$ cat config.mk
export PLATFORM = sky130hd
export DESIGN_NAME = multicycle_ctrl_flat
export DESIGN_NICKNAME = d
export VERILOG_FILES = /design/src/rtl/multicycle_ctrl_if.sv /design/src/rtl/multicycle_ctrl.sv /design/src/flat_wrapper.sv
export SDC_FILE = /design/constraint.sdc
export NUM_CORES = 1
export LEC_CHECK = 0
export ABC_AREA = 0
export BUFFER_PORTS_ARGS = -buffer_cell sky130_fd_sc_hd__buf_2
export CAP_MARGIN = 20
export CORE_MARGIN = 4
export CORE_UTILIZATION = 35
export CTS_CLUSTER_SIZE = 16
export DETAILED_ROUTE_END_ITERATION = 6
export GPL_TIMING_DRIVEN = 0
export HOLD_SLACK_MARGIN = 0.08
export PLACE_DENSITY = 0.61
export SYNTH_ARGS = -nofsm -noshare
export SYNTH_HDL_FRONTEND = slang
export SYNTH_SLANG_ARGS = --single-unit
export TNS_END_PERCENT = 100
$ cat constraint.sdc
create_clock -name clk -period 1.6 [get_ports clk]
set_input_delay 0.08 -clock clk [delete_from_list [all_inputs] [get_ports clk]]
set_output_delay 0.08 -clock clk [all_outputs]
set_load 0.005 [all_outputs]
$ cat src/rtl/multicycle_ctrl_if.sv
// rtl/multicycle_ctrl_if.sv - control/status bundle between the multicycle FSM and the datapath
// master is the controller side; slave is the datapath (or bench) side.
interface multicycle_ctrl_if;
  logic [5:0] opcode;
  logic       zero;
  logic       mem_ready;
  logic       mem_req;
  logic       IorD;
  logic       MemWrite;
  logic       IRWrite;
  logic       PCWrite;
  logic [1:0] PCSrc;
  logic       ALUSrcA;
  logic [1:0] ALUSrcB;
  logic [1:0] ALUOp;
  logic [1:0] ExtOp;
  logic       RegDst;
  logic       MemtoReg;
  logic       RegWrite;
  logic       instr_done;
  logic       illegal;
  logic [3:0] state;

  modport master (
    input  opcode, zero, mem_ready,
    output mem_req, IorD, MemWrite, IRWrite, PCWrite, PCSrc, ALUSrcA, ALUSrcB,
           ALUOp, ExtOp, RegDst, MemtoReg, RegWrite, instr_done, illegal, state
  );

  modport slave (
    output opcode, zero, mem_ready,
    input  mem_req, IorD, MemWrite, IRWrite, PCWrite, PCSrc, ALUSrcA, ALUSrcB,
           ALUOp, ExtOp, RegDst, MemtoReg, RegWrite, instr_done, illegal, state
  );
endinterface

$ cat src/rtl/multicycle_ctrl.sv
// rtl/multicycle_ctrl.sv - multicycle MIPS main control FSM
// Only the state register is stateful; every datapath control is decoded from state/opcode/flags.
module multicycle_ctrl (
  input  logic                 clk,
  input  logic                 reset,
  multicycle_ctrl_if.master    bus
);

  typedef enum logic [3:0] {
    S_FETCH   = 4'd0,
    S_DECODE  = 4'd1,
    S_MEMADR  = 4'd2,
    S_MEMRD   = 4'd3,
    S_MEMWB   = 4'd4,
    S_MEMWR   = 4'd5,
    S_RTYPEEX = 4'd6,
    S_ALUWB   = 4'd7,
    S_BEQEX   = 4'd8,
    S_IMMEX   = 4'd9,
    S_IMMWB   = 4'd10,
    S_JEX     = 4'd11
  } state_e;

  localparam logic [5:0] OP_R    = 6'b000000;
  localparam logic [5:0] OP_LW   = 6'b100011;
  localparam logic [5:0] OP_SW   = 6'b101011;
  localparam logic [5:0] OP_BEQ  = 6'b000100;
  localparam logic [5:0] OP_ADDI = 6'b001000;
  localparam logic [5:0] OP_ANDI = 6'b001100;
  localparam logic [5:0] OP_ORI  = 6'b001101;
  localparam logic [5:0] OP_LUI  = 6'b001111;
  localparam logic [5:0] OP_J    = 6'b000010;

  state_e state_q, state_d, cur;
  logic   is_logic_imm, is_lui;

  always_ff @(posedge clk) begin
    if (reset) state_q <= S_FETCH;
    else       state_q <= state_d;
  end

  assign is_lui       = (bus.opcode == OP_LUI);
  assign is_logic_imm = (bus.opcode == OP_ANDI) || (bus.opcode == OP_ORI);

  always_comb begin
    state_d        = S_FETCH;
    bus.mem_req    = 1'b0;
    bus.IorD       = 1'b0;
    bus.MemWrite   = 1'b0;
    bus.IRWrite    = 1'b0;
    bus.PCWrite    = 1'b0;
    bus.PCSrc      = 2'b00;
    bus.ALUSrcA    = 1'b0;
    bus.ALUSrcB    = 2'b00;
    bus.ALUOp      = 2'b00;
    bus.ExtOp      = 2'b00;
    bus.RegDst     = 1'b0;
    bus.MemtoReg   = 1'b0;
    bus.RegWrite   = 1'b0;
    bus.instr_done = 1'b0;
    bus.illegal    = 1'b0;

    // Under reset decode as FETCH so an in-flight access cannot commit anything.
    cur = reset ? S_FETCH : state_q;

    case (cur)
      S_FETCH: begin
        bus.mem_req = 1'b1;
        bus.ALUSrcB = 2'b01;
        bus.IRWrite = bus.mem_ready;
        bus.PCWrite = bus.mem_ready;
        state_d     = bus.mem_ready ? S_DECODE : S_FETCH;
      end
      S_DECODE: begin
        bus.ALUSrcB = 2'b11;
        case (bus.opcode)
          OP_LW, OP_SW:                       state_d = S_MEMADR;
          OP_R:                               state_d = S_RTYPEEX;
          OP_BEQ:                             state_d = S_BEQEX;
          OP_ADDI, OP_ANDI, OP_ORI, OP_LUI:   state_d = S_IMMEX;
          OP_J:                               state_d = S_JEX;
          default: begin
            state_d        = S_FETCH;
            bus.illegal    = 1'b1;
            bus.instr_done = 1'b1;
          end
        endcase
      end
      S_MEMADR: begin
        bus.ALUSrcA = 1'b1;
        bus.ALUSrcB = 2'b10;
        state_d     = (bus.opcode == OP_SW) ? S_MEMWR : S_MEMRD;
      end
      S_MEMRD: begin
        bus.mem_req = 1'b1;
        bus.IorD    = 1'b1;
        state_d     = bus.mem_ready ? S_MEMWB : S_MEMRD;
      end
      S_MEMWB: begin
        bus.RegWrite   = 1'b1;
        bus.MemtoReg   = 1'b1;
        bus.instr_done = 1'b1;
      end
      S_MEMWR: begin
        bus.mem_req    = 1'b1;
        bus.IorD       = 1'b1;
        bus.MemWrite   = bus.mem_ready;
        bus.instr_done = bus.mem_ready;
        state_d        = bus.mem_ready ? S_FETCH : S_MEMWR;
      end
      S_RTYPEEX: begin
        bus.ALUSrcA = 1'b1;
        bus.ALUOp   = 2'b10;
        state_d     = S_ALUWB;
      end
      S_ALUWB: begin
        bus.RegWrite   = 1'b1;
        bus.RegDst     = 1'b1;
        bus.instr_done = 1'b1;
      end
      S_BEQEX: begin
        bus.ALUSrcA    = 1'b1;
        bus.ALUOp      = 2'b01;
        bus.PCSrc      = 2'b01;
        bus.PCWrite    = bus.zero;
        bus.instr_done = 1'b1;
      end
      S_IMMEX: begin
        bus.ALUSrcA = 1'b1;
        bus.ALUSrcB = 2'b10;
        bus.ExtOp   = is_lui ? 2'b10 : (is_logic_imm ? 2'b01 : 2'b00);
        bus.ALUOp   = (is_lui || is_logic_imm) ? 2'b11 : 2'b00;
        state_d     = S_IMMWB;
      end
      S_IMMWB: begin
        // ExtOp held so the extended immediate stays stable through the writeback cycle.
        bus.ExtOp      = is_lui ? 2'b10 : (is_logic_imm ? 2'b01 : 2'b00);
        bus.RegWrite   = 1'b1;
        bus.instr_done = 1'b1;
      end
      S_JEX: begin
        bus.PCSrc      = 2'b10;
        bus.PCWrite    = 1'b1;
        bus.instr_done = 1'b1;
      end
      default: state_d = S_FETCH;
    endcase

    if (reset) begin
      bus.PCWrite = 1'b0;
      bus.IRWrite = 1'b0;
    end
  end

  assign bus.state = state_q;

endmodule

$ cat src/flat_wrapper.sv
// flat-port wrapper written by rule: the top's interface ports become plain ports
module multicycle_ctrl_flat 
  (clk, reset, bus_opcode, bus_zero, bus_mem_ready, bus_mem_req, bus_IorD, bus_MemWrite, bus_IRWrite, bus_PCWrite, bus_PCSrc, bus_ALUSrcA, bus_ALUSrcB, bus_ALUOp, bus_ExtOp, bus_RegDst, bus_MemtoReg, bus_RegWrite, bus_instr_done, bus_illegal, bus_state);
  multicycle_ctrl_if bus_i ();
  input  logic clk;
  input  logic reset;
  input wire logic [$bits(bus_i.opcode)-1:0] bus_opcode;
  input wire logic [$bits(bus_i.zero)-1:0] bus_zero;
  input wire logic [$bits(bus_i.mem_ready)-1:0] bus_mem_ready;
  output wire logic [$bits(bus_i.mem_req)-1:0] bus_mem_req;
  output wire logic [$bits(bus_i.IorD)-1:0] bus_IorD;
  output wire logic [$bits(bus_i.MemWrite)-1:0] bus_MemWrite;
  output wire logic [$bits(bus_i.IRWrite)-1:0] bus_IRWrite;
  output wire logic [$bits(bus_i.PCWrite)-1:0] bus_PCWrite;
  output wire logic [$bits(bus_i.PCSrc)-1:0] bus_PCSrc;
  output wire logic [$bits(bus_i.ALUSrcA)-1:0] bus_ALUSrcA;
  output wire logic [$bits(bus_i.ALUSrcB)-1:0] bus_ALUSrcB;
  output wire logic [$bits(bus_i.ALUOp)-1:0] bus_ALUOp;
  output wire logic [$bits(bus_i.ExtOp)-1:0] bus_ExtOp;
  output wire logic [$bits(bus_i.RegDst)-1:0] bus_RegDst;
  output wire logic [$bits(bus_i.MemtoReg)-1:0] bus_MemtoReg;
  output wire logic [$bits(bus_i.RegWrite)-1:0] bus_RegWrite;
  output wire logic [$bits(bus_i.instr_done)-1:0] bus_instr_done;
  output wire logic [$bits(bus_i.illegal)-1:0] bus_illegal;
  output wire logic [$bits(bus_i.state)-1:0] bus_state;
  assign bus_i.opcode = bus_opcode;
  assign bus_i.zero = bus_zero;
  assign bus_i.mem_ready = bus_mem_ready;
  assign bus_mem_req = bus_i.mem_req;
  assign bus_IorD = bus_i.IorD;
  assign bus_MemWrite = bus_i.MemWrite;
  assign bus_IRWrite = bus_i.IRWrite;
  assign bus_PCWrite = bus_i.PCWrite;
  assign bus_PCSrc = bus_i.PCSrc;
  assign bus_ALUSrcA = bus_i.ALUSrcA;
  assign bus_ALUSrcB = bus_i.ALUSrcB;
  assign bus_ALUOp = bus_i.ALUOp;
  assign bus_ExtOp = bus_i.ExtOp;
  assign bus_RegDst = bus_i.RegDst;
  assign bus_MemtoReg = bus_i.MemtoReg;
  assign bus_RegWrite = bus_i.RegWrite;
  assign bus_instr_done = bus_i.instr_done;
  assign bus_illegal = bus_i.illegal;
  assign bus_state = bus_i.state;
  multicycle_ctrl u_core (.clk(clk), .reset(reset), .bus(bus_i));
endmodule
==> impl_metrics.tcl, run 1 <==
set metrics [dict create \
    cts_root_buffer "clkbuf_4" \
    p_clk_frac 0.317 \
    clock_latency_ns 0.24 \
    p_int_uw 258 \
    synth_common_cells "nand2_1 (14), nor3_1 (11), nor2_1 (9)" \
    grt_max_degree 11 \
    crit_path_max_incr_delay_ns 0.31 \
    ys.flop_type "dfxtp_1" \
    cp_max_fo 8 \
    via_count 1032 \
    ys_ff_latch 4 \
    h-tree-depth 1 \
    setup_violations 0 \
    regArea_um2 86.3 \
    irDropWorstVdd_mv 0.338 \
    synthCells 117 \
    via_per_inst 5.40 \
    pre_cts_ws_ns 0.0235 \
    arrival_ns 1.50 \
    crit_path_start_kind "register" \
    drt_iter0_drc 37 \
    crit_path_end_kind "primary output" \
    syn_area_per_cell_um2 6.47 \
    avgRoutedWirePerCell_um 13.2 \
    place.gp.congestion 0.820 \
    grt_pass1_vias 899 \
    p_per_area_nw_per_um2 338 \
    cts_buffers 3 \
    firstDrtPassIters 4 \
    portBuffers 29 \
    synth_top_cell_area_share 0.106 \
    grt_use_total 0.180 \
    multiInputGateArea_um2 643 \
    path_class "reg2out" \
    ys_types 42 \
    yosysMostFrequentCell "nand2_1" \
    synth_area_leader_cell "dfxtp_1" \
    max_cap_violations 0 \
    die-area_um2 2970 \
    final-max-slew-violation-count 0 \
    synthesis.area_um2 757 \
    drive_gt1_frac 0.470 \
    p_sw_frac 0.341 \
    path_clk_slew_ns 0.04 \
    yosysSeqAreaShare 0.106 \
    drt_wl_total_mm 2.52 \
    num-nets-final 176 \
    power.share.sequential 0.265 \
    worstPathRequired_ns 1.52 \
    syn_nets 127 \
    rsz0062_at_grt "yes" \
    drt.antenna.violating_nets 0 \
    core_area_um2 2000 \
    overflow 0 \
    dp_hpwl_mm 1.76 \
    start_util 0.378 \
    final.setup_skew_ns 0.00534 \
    async_flop_share 0 \
    crit_chain "buf_6 -> and2b_2 -> nand2b_4 -> buf_4 -> nor3_1 -> buf_2" \
    slew_headroom 0.648 \
    p_sw_uw 133 \
    cts_tree "yes" \
    min_period_ns 1.58 \
    synth.area.top_cells "dfxtp_1 (11%), nor3_1 (7.3%), nand2_1 (6.9%), nand2b_1 (5.8%), a21oi_1 (5.3%)" \
    hp-class "in2reg" \
    die_w_um 54.5 \
    fmax_ghz 0.634 \
    drc 0 \
    layout_setup_ws_ns 0.0226 \
    synth_edf_count 0 \
    hold_violations 0 \
    cts_max_path_buffers 2 \
    worst_pin_slew_ns 0.529 \
    period_share 0.986 \
    fillers 216 \
    syn2layout_area_growth_pct 53.1 \
    combPwrFrac 0.418 \
    largest_register_ffs 4 \
    antenna_found_initial 0 \
    fp-row-count 16 \
    grt_pass1_wl_mm 4.06 \
    final_area_um2 1160 \
    floorplan.die.height_um 54.5 \
    yosysWarnings 0 \
    cts.sinks 4 \
    power_leakage_nw 0.538 \
    cpMaxStageDelayCell "dfxtp_2" \
    status "complete, no violations" \
    num_io_pins 33 \
    place_area_um2 936 \
    diodes 0 \
]
==> cell usage in the layout (no fill, tap or decap), types with 3 or more instances in the layout <==
cell type / Yosys / layout
nand2b_1: 7 / 6
nor2_1: 9 / 7
o22ai_1: 3 / 3
nand4_1: 3 / 3
nor3_1: 11 / 10
clkbuf_4: 0 / 4
nand3b_1: 3 / 3
nand3_1: 4 / 4
a21oi_1: 8 / 7
nor4_1: 3 / 3
buf_4: 1 / 15
a31oi_1: 4 / 4
nand2_1: 14 / 14
buf_6: 0 / 4
nor2b_1: 3 / 3
buf_2: 7 / 31
==> path summary, 6_finish.rpt <==
| check | from | end | slack (ns) | cells past startpoint |
|---|---|---|---|---|
| hold / removal | bus_opcode[4] | u_core.bus.state[3] | 0.24 | 4 |
| setup / recovery | u_core.bus.state[2] | bus_PCSrc[0] | 0.02 | 6 |
| hold reg to reg | u_core.bus.state[1] | u_core.bus.state[2] | 0.71 | 3 |
| setup reg to reg | u_core.bus.state[0] | u_core.bus.state[1] | 0.16 | 5 |
==> stage by stage <==
step / hold WS, ns / utilization / TNS [ns] / instances / total power, mW
floorplan: 0.276 / - / 0 / 117 / 0.198
finish: 0.238 / 0.579 / 0 / 191 / 0.391
detailed placement: 0.477 / 0.468 / 0 / 173 / 0.242
CTS: 0.233 / 0.504 / 0 / 177 / 0.375
global route: 0.257 / 0.579 / -0.0796 / 191 / 0.424
global placement: 0.478 / 0.468 / 0 / 173 / 0.240
==> layer usage <==
metal	global-route usage	vias up	wire, um
li1	-	518	-
met1	0.253	474	1150
met2	0.287	40	1220
met3	0.0354	0	145
met4	0.0290	0	0
met5	0	-	0
==> cell families after synthesis <==
family | after synthesis | share of synthesized area
buf+inv | 15 | 0.0942
xor+xnor | 1 | 0.0116
mux | 2 | 0.0281
simple gates | 67 | 0.512
flops | 4 | 0.106
compound gates | 28 | 0.248
==> critical path, delay by kind of cell (launching register included) <==
family / cells / cell delay, ns
buf+inv: 3 / 0.42
flops: 1 / 0.31
simple gates: 3 / 0.53
==> power groups by stage <==
| stage | clock (mW) | sequential [mW] | combinational [mW] |
|---|---|---|---|
| 6_report | 0.124 | 0.104 | 0.163 |
| 5_1_grt | 0.140 | 0.104 | 0.180 |
| 4_1_cts | 0.128 | 0.105 | 0.142 |
| 3_5_place_dp | 0 | 0.106 | 0.136 |
| 3_3_place_gp | 0 | 0.106 | 0.135 |
| 2_1_floorplan | 0 | 0.106 | 0.0924 |
==> cell type report <==
| cell class | count | share of cell area |
|---|---|---|
| Inverter | 3 | 0.0130 |
| Timing Repair Buffer | 44 | 0.233 |
| Sequential cell | 4 | 0.0745 |
| Multi-Input combinational cell | 98 | 0.555 |
| Clock buffer | 3 | 0.0194 |
| Buffer | 12 | 0.0756 |
| Tap cell | 27 | 0.0292 |
==> timing repair <==
item                                    CTS  global route
gates resized for setup                  11            14
pin swaps                                 0             1
endpoints found under the setup margin   10            11
setup buffers                             1            14
hold buffers                              0             0
(Power assumes the default switching activity.)
==> run 2, diff against run 1 <==
--- a/config.mk
+++ b/config.mk
@@ -12,7 +12,6 @@
 export CORE_UTILIZATION = 35
 export CTS_CLUSTER_SIZE = 16
 export DETAILED_ROUTE_END_ITERATION = 6
-export GPL_TIMING_DRIVEN = 0
 export HOLD_SLACK_MARGIN = 0.08
 export PLACE_DENSITY = 0.61
 export SYNTH_ARGS = -nofsm -noshare
==> run 2 against run 1 <==
Compared with the run above:
- combinational power down 18%
- final cell count shrank 8.4%
- worst hold slack lost 0.025 ns
- setup slack got worse by 0.023 ns
- clock skew down 0.0016 ns
- global-route usage fell by 1.2 points
- largest cell class unchanged
- count of clock-buffer cells in the layout unchanged
- power decreased by 4.8%
- final area fell by 13%
- first-iteration DRC count down 51%
==> impl_metrics.tcl, run 2 (synthesis gave the netlist of run 1 again) <==
set metrics [dict create \
    drt_wl_total_mm 2.29 \
    min-delay-start "bus_opcode[4]" \
    firstDrtPassIters 4 \
    final-max-slew-violation-count 0 \
    fp-row-count 16 \
    antenna_found_initial 0 \
    hp-class "in2reg" \
    largest_register_ffs 4 \
    multiInputGateArea_um2 613 \
    diodes 0 \
    die_w_um 54.5 \
    h-tree-depth 1 \
    via_per_inst 5.66 \
    drt_iter0_drc 18 \
    min_period_ns 1.60 \
    floorplan.die.height_um 54.5 \
    final_area_um2 1000 \
    cts_root_buffer "clkbuf_4" \
    cts.sinks 4 \
    place_area_um2 948 \
    rsz0062_at_grt "yes" \
    r2r_slack_ns 0.20 \
    hold_violations 0 \
    regToRegStartpoint "u_core.bus.state[1]" \
    path_class "reg2out" \
    grt_use_total 0.168 \
    fillers 218 \
    hold_depth 4 \
    syn2layout_area_growth_pct 32.6 \
    grt_pass1_wl_mm 3.71 \
    slew_headroom 0.751 \
    portBuffers 32 \
    reg2reg_depth 4 \
    crit_path_start_kind "register" \
    start_util 0.378 \
    crit_path_max_incr_delay_ns 0.35 \
    worst_pin_slew_ns 0.370 \
    place.gp.congestion 0.822 \
    cp_max_fo 10 \
    setup_violations 0 \
    drt.antenna.violating_nets 0 \
    r2r-end "u_core.bus.state[0]" \
    grt_pass1_vias 869 \
    overflow 0 \
    num_io_pins 33 \
    die-area_um2 2970 \
    avgRoutedWirePerCell_um 13.1 \
    final_cell_mix "buf_2 (32), nand2_1 (14), nor3_1 (11)" \
    grt_max_degree 16 \
    cpMaxStageDelayCell "dfxtp_2" \
    final_common_cell "buf_2" \
    irDropWorstVdd_mv 0.213 \
    power_leakage_nw 0.452 \
    ctsHoldBuffers 0 \
    arrival_ns 1.52 \
    p_per_area_nw_per_um2 371 \
    power_uw 373 \
    fmax_ghz 0.625 \
    crit_chain "buf_4 -> nand2b_2 -> a22o_1 -> a21o_1 -> buf_2" \
    path_clk_slew_ns 0.04 \
    via_count 991 \
    core_area_um2 2000 \
    regArea_um2 86.3 \
    drive_gt1_frac 0.392 \
    crit_path_end_kind "primary output" \
    cts_max_path_buffers 2 \
    drc 0 \
    cts_tree "yes" \
    max_cap_violations 0 \
    final.setup_skew_ns 0.00369 \
    num-nets-final 160 \
    clock_latency_ns 0.24 \
    period_share 1.00 \
    whs_endpoint "u_core.bus.state[3]" \
    status "complete, no violations" \
    worstPathRequired_ns 1.52 \
    dp_hpwl_mm 1.74 \
    cts_buffers 3 \
]
[run 2: worst max path at each step]
stage	start	to	slack, ns	cells after the start
6_report	u_core.bus.state[0]	bus_instr_done	0.00003	5
5_1_grt	u_core.bus.state[0]	bus_instr_done	-0.07	5
4_1_cts	u_core.bus.state[0]	bus_ExtOp[1]	0.01	5
3_5_place_dp	u_core.bus.state[0]	u_core.bus.state[0]	0.13	5
3_3_place_gp	u_core.bus.state[0]	u_core.bus.state[0]	0.17	4
2_1_floorplan	u_core.bus.state[0]	u_core.bus.state[1]	0.23	5
[run 2: repair_timing]
item,in CTS,in global routing
setup endpoints to repair,7,7
gates resized for setup,6,2
setup buffers,0,2
[run 2: worst max-delay path, delay by kind of cell, from the launching register on]
| kind | cells | cell delay [ns] |
|---|---|---|
| AND/OR/NAND/NOR | 1 | 0.24 |
| flip-flops | 1 | 0.35 |
| buffers and inverters | 2 | 0.30 |
| AO/OA/AOI/OAI | 2 | 0.38 |
[run 2: area by class of cell]
cell class / count / share of cell area
Clock buffer: 3 / 0.0224
Multi-Input combinational cell: 98 / 0.611
Inverter: 3 / 0.0150
Sequential cell: 4 / 0.0860
Timing Repair Buffer: 40 / 0.232
Tap cell: 27 / 0.0337
[run 2: through the flow]
stage,std cells,utilization,hold slack (ns),setup WS [ns],setup TNS [ns]
2_1_floorplan,117,-,0.276,0.234,0
3_3_place_gp,170,0.474,0.472,0.166,0
3_5_place_dp,170,0.474,0.472,0.126,0
4_1_cts,173,0.491,0.205,0.0132,0
5_1_grt,175,0.501,0.266,-0.0710,-0.219
6_report,175,0.501,0.212,0.0000280,0
[run 2: layer usage]
metal | vias to the layer above | part of all wire | GRT usage | wire, um
met5 | - | 0 | 0 | 0
met4 | 0 | 0.011 | 0.0498 | 25
met3 | 2 | 0.069 | 0.0191 | 158
met2 | 36 | 0.45 | 0.285 | 1040
met1 | 456 | 0.47 | 0.222 | 1070
li1 | 497 | - | - | -
[run 2: where the power goes]
part	switching, mW	total (mW)	internal (mW)	leakage (nW)
clock network	0.0474	0.132	0.0843	0.0138
registers	0.00556	0.107	0.102	0.0341
logic	0.0784	0.134	0.0553	0.404
==> run 3, diff against run 2 <==
--- a/config.mk
+++ b/config.mk
@@ -13,7 +13,6 @@
 export CTS_CLUSTER_SIZE = 16
 export DETAILED_ROUTE_END_ITERATION = 6
 export HOLD_SLACK_MARGIN = 0.08
-export PLACE_DENSITY = 0.61
 export SYNTH_ARGS = -nofsm -noshare
 export SYNTH_HDL_FRONTEND = slang
 export SYNTH_SLANG_ARGS = --single-unit
==> run 3 against run 2 <==
Compared with the run above:
- power down 0.60%
- worst hold slack better by 0.019 ns
- critical endpoint is now bus_PCSrc[0]
- largest power group unchanged
- via count fell by 2.7%
==> impl_metrics.tcl, run 3 (synthesis gave the netlist of run 1 again) <==
set metrics [dict create \
    status "complete, no violations" \
    critPathTopFamily "simple AND/OR/NAND/NOR gates" \
    start_util 0.378 \
    cts.sinks 4 \
    overflow 0 \
    floorplan.die.height_um 54.5 \
    core_area_um2 2000 \
    path_class "reg2out" \
    clock_latency_ns 0.23 \
    cts_max_path_buffers 2 \
    dp_hpwl_mm 1.85 \
    grt_pass1_wl_mm 3.65 \
    cts_root_buffer "clkbuf_4" \
    finalNonFillerCells 178 \
    hp-class "in2reg" \
    crit_chain "and2b_1 -> nand2b_1 -> buf_4 -> nor3_1 -> buf_2" \
    cpMaxStageDelayCell "dfxtp_2" \
    setup_violations 0 \
    crit_path_start "u_core.bus.state[2]" \
    via_count 964 \
    fmax_ghz 0.644 \
    arrival_ns 1.47 \
    combPwrFrac 0.374 \
    power_leakage_nw 0.468 \
    crit_path_start_kind "register" \
    die-area_um2 2970 \
    critPathCapture "bus_PCSrc[0]" \
    antenna_found_initial 0 \
    worst_pin_slew_ns 0.464 \
    cts_buffers 3 \
    rsz0062_at_grt "no" \
    dp.cells 172 \
    drt_wl_total_mm 2.27 \
    grt_pass1_vias 817 \
    place_area_um2 951 \
    final_cell_mix "buf_2 (32), nand2_1 (14), nor3_1 (11), buf_4 (11), a21oi_1 (8)" \
    p_sw_frac 0.337 \
    irDropWorstVdd_mv 0.203 \
    drt_iter0_drc 15 \
    final.setup_skew_ns 0.000756 \
    whs_ns 0.231 \
    num_io_pins 33 \
    p_clk_frac 0.334 \
    via_per_inst 5.42 \
    cp.depth 5 \
    regToRegStartpoint "u_core.bus.state[1]" \
    min_period_ns 1.55 \
    worstPathRequired_ns 1.52 \
    fillers 224 \
    final_common_cell "buf_2" \
    hold_violations 0 \
    max_cap_violations 0 \
    cp_max_fo 7 \
    fp-row-count 16 \
    grt_use_total 0.163 \
    final-max-slew-violation-count 0 \
    final_area_um2 1030 \
    path_clk_slew_ns 0.04 \
    final_util 0.513 \
    syn2layout_area_growth_pct 35.7 \
    period_share 0.970 \
    h-tree-depth 1 \
    drc 0 \
    p_per_area_nw_per_um2 361 \
    avgRoutedWirePerCell_um 12.8 \
    p_sw_uw 125 \
    drt.antenna.violating_nets 0 \
    portBuffers 32 \
    r2r-end "u_core.bus.state[1]" \
    power.share.sequential 0.292 \
    largest_register_ffs 4 \
    die_w_um 54.5 \
    cts_tree "yes" \
    tns_ns 0 \
    crit_path_end_kind "primary output" \
    reg2reg_depth 4 \
    place.gp.congestion 0.848 \
    diodes 0 \
    firstDrtPassIters 4 \
    crit_path_max_incr_delay_ns 0.35 \
    r2r_slack_ns 0.23 \
    num-nets-final 163 \
    slew_headroom 0.688 \
    critPathBufInv 2 \
    ctsHoldBuffers 0 \
    grt_max_degree 16 \
    drive_gt1_frac 0.424 \
    p_int_uw 246 \
]
[run 3: what timing repair did]
action	4_1_cts	5_1_grt
endpoints found under the setup margin	5	9
buffers inserted	0	3
cloned	0	0
endpoints found under the hold margin	0	0
gates resized for setup	4	8
[run 3: how the worst min path moves through the flow]
stage	slack, ns	endpoint	cells after the start	start
after global routing	0.26	u_core.bus.state[1]	3	bus_opcode[4]
after detailed placement	0.48	u_core.bus.state[3]	4	bus_opcode[4]
after global placement	0.47	u_core.bus.state[1]	3	bus_opcode[4]
final	0.23	u_core.bus.state[3]	4	bus_opcode[4]
after floorplan	0.28	bus_IorD	3	reset
after CTS	0.23	u_core.bus.state[3]	4	bus_opcode[4]
[run 3: worst register-to-register path, cell delays in order (launching register included)]
cell and delay, ns:
dfxtp_2 0.35, and2b_2 0.28, nand3b_2 0.11, or4_4 0.49
o211ai_2 0.08
[run 3: per-layer routing]
metal	track usage	up-vias	share of wire
li1	-	499	-
met1	0.207	437	0.44
met2	0.285	28	0.51
met3	0.0245	0	0.051
met4	0.0373	0	0
met5	0	-	0
[run 3: power by group through the flow]
stage / logic (mW) / registers (mW) / clock network, mW
after floorplan: 0.0924 / 0.106 / 0
after global placement: 0.132 / 0.109 / 0
after detailed placement: 0.134 / 0.109 / 0
after CTS: 0.135 / 0.108 / 0.126
after global routing: 0.154 / 0.109 / 0.130
final: 0.138 / 0.108 / 0.124
[run 3: cell type report]
| class | instances | area, um^2 | area share |
|---|---|---|---|
| Clock buffer | 3 | 22.5 | 0.0219 |
| Timing Repair Buffer | 43 | 243 | 0.236 |
| Multi-Input combinational cell | 98 | 626 | 0.609 |
| Sequential cell | 4 | 87.6 | 0.0853 |
| Inverter | 3 | 15.0 | 0.0146 |
| Tap cell | 27 | 33.8 | 0.0329 |
[run 3: per-stage QoR]
stage,total power [mW],setup slack (ns)
3_5_place_dp,0.243,0.137
4_1_cts,0.369,0.00111
5_1_grt,0.393,0.0104
3_3_place_gp,0.241,0.207
6_report,0.370,0.0475
2_1_floorplan,0.198,0.234
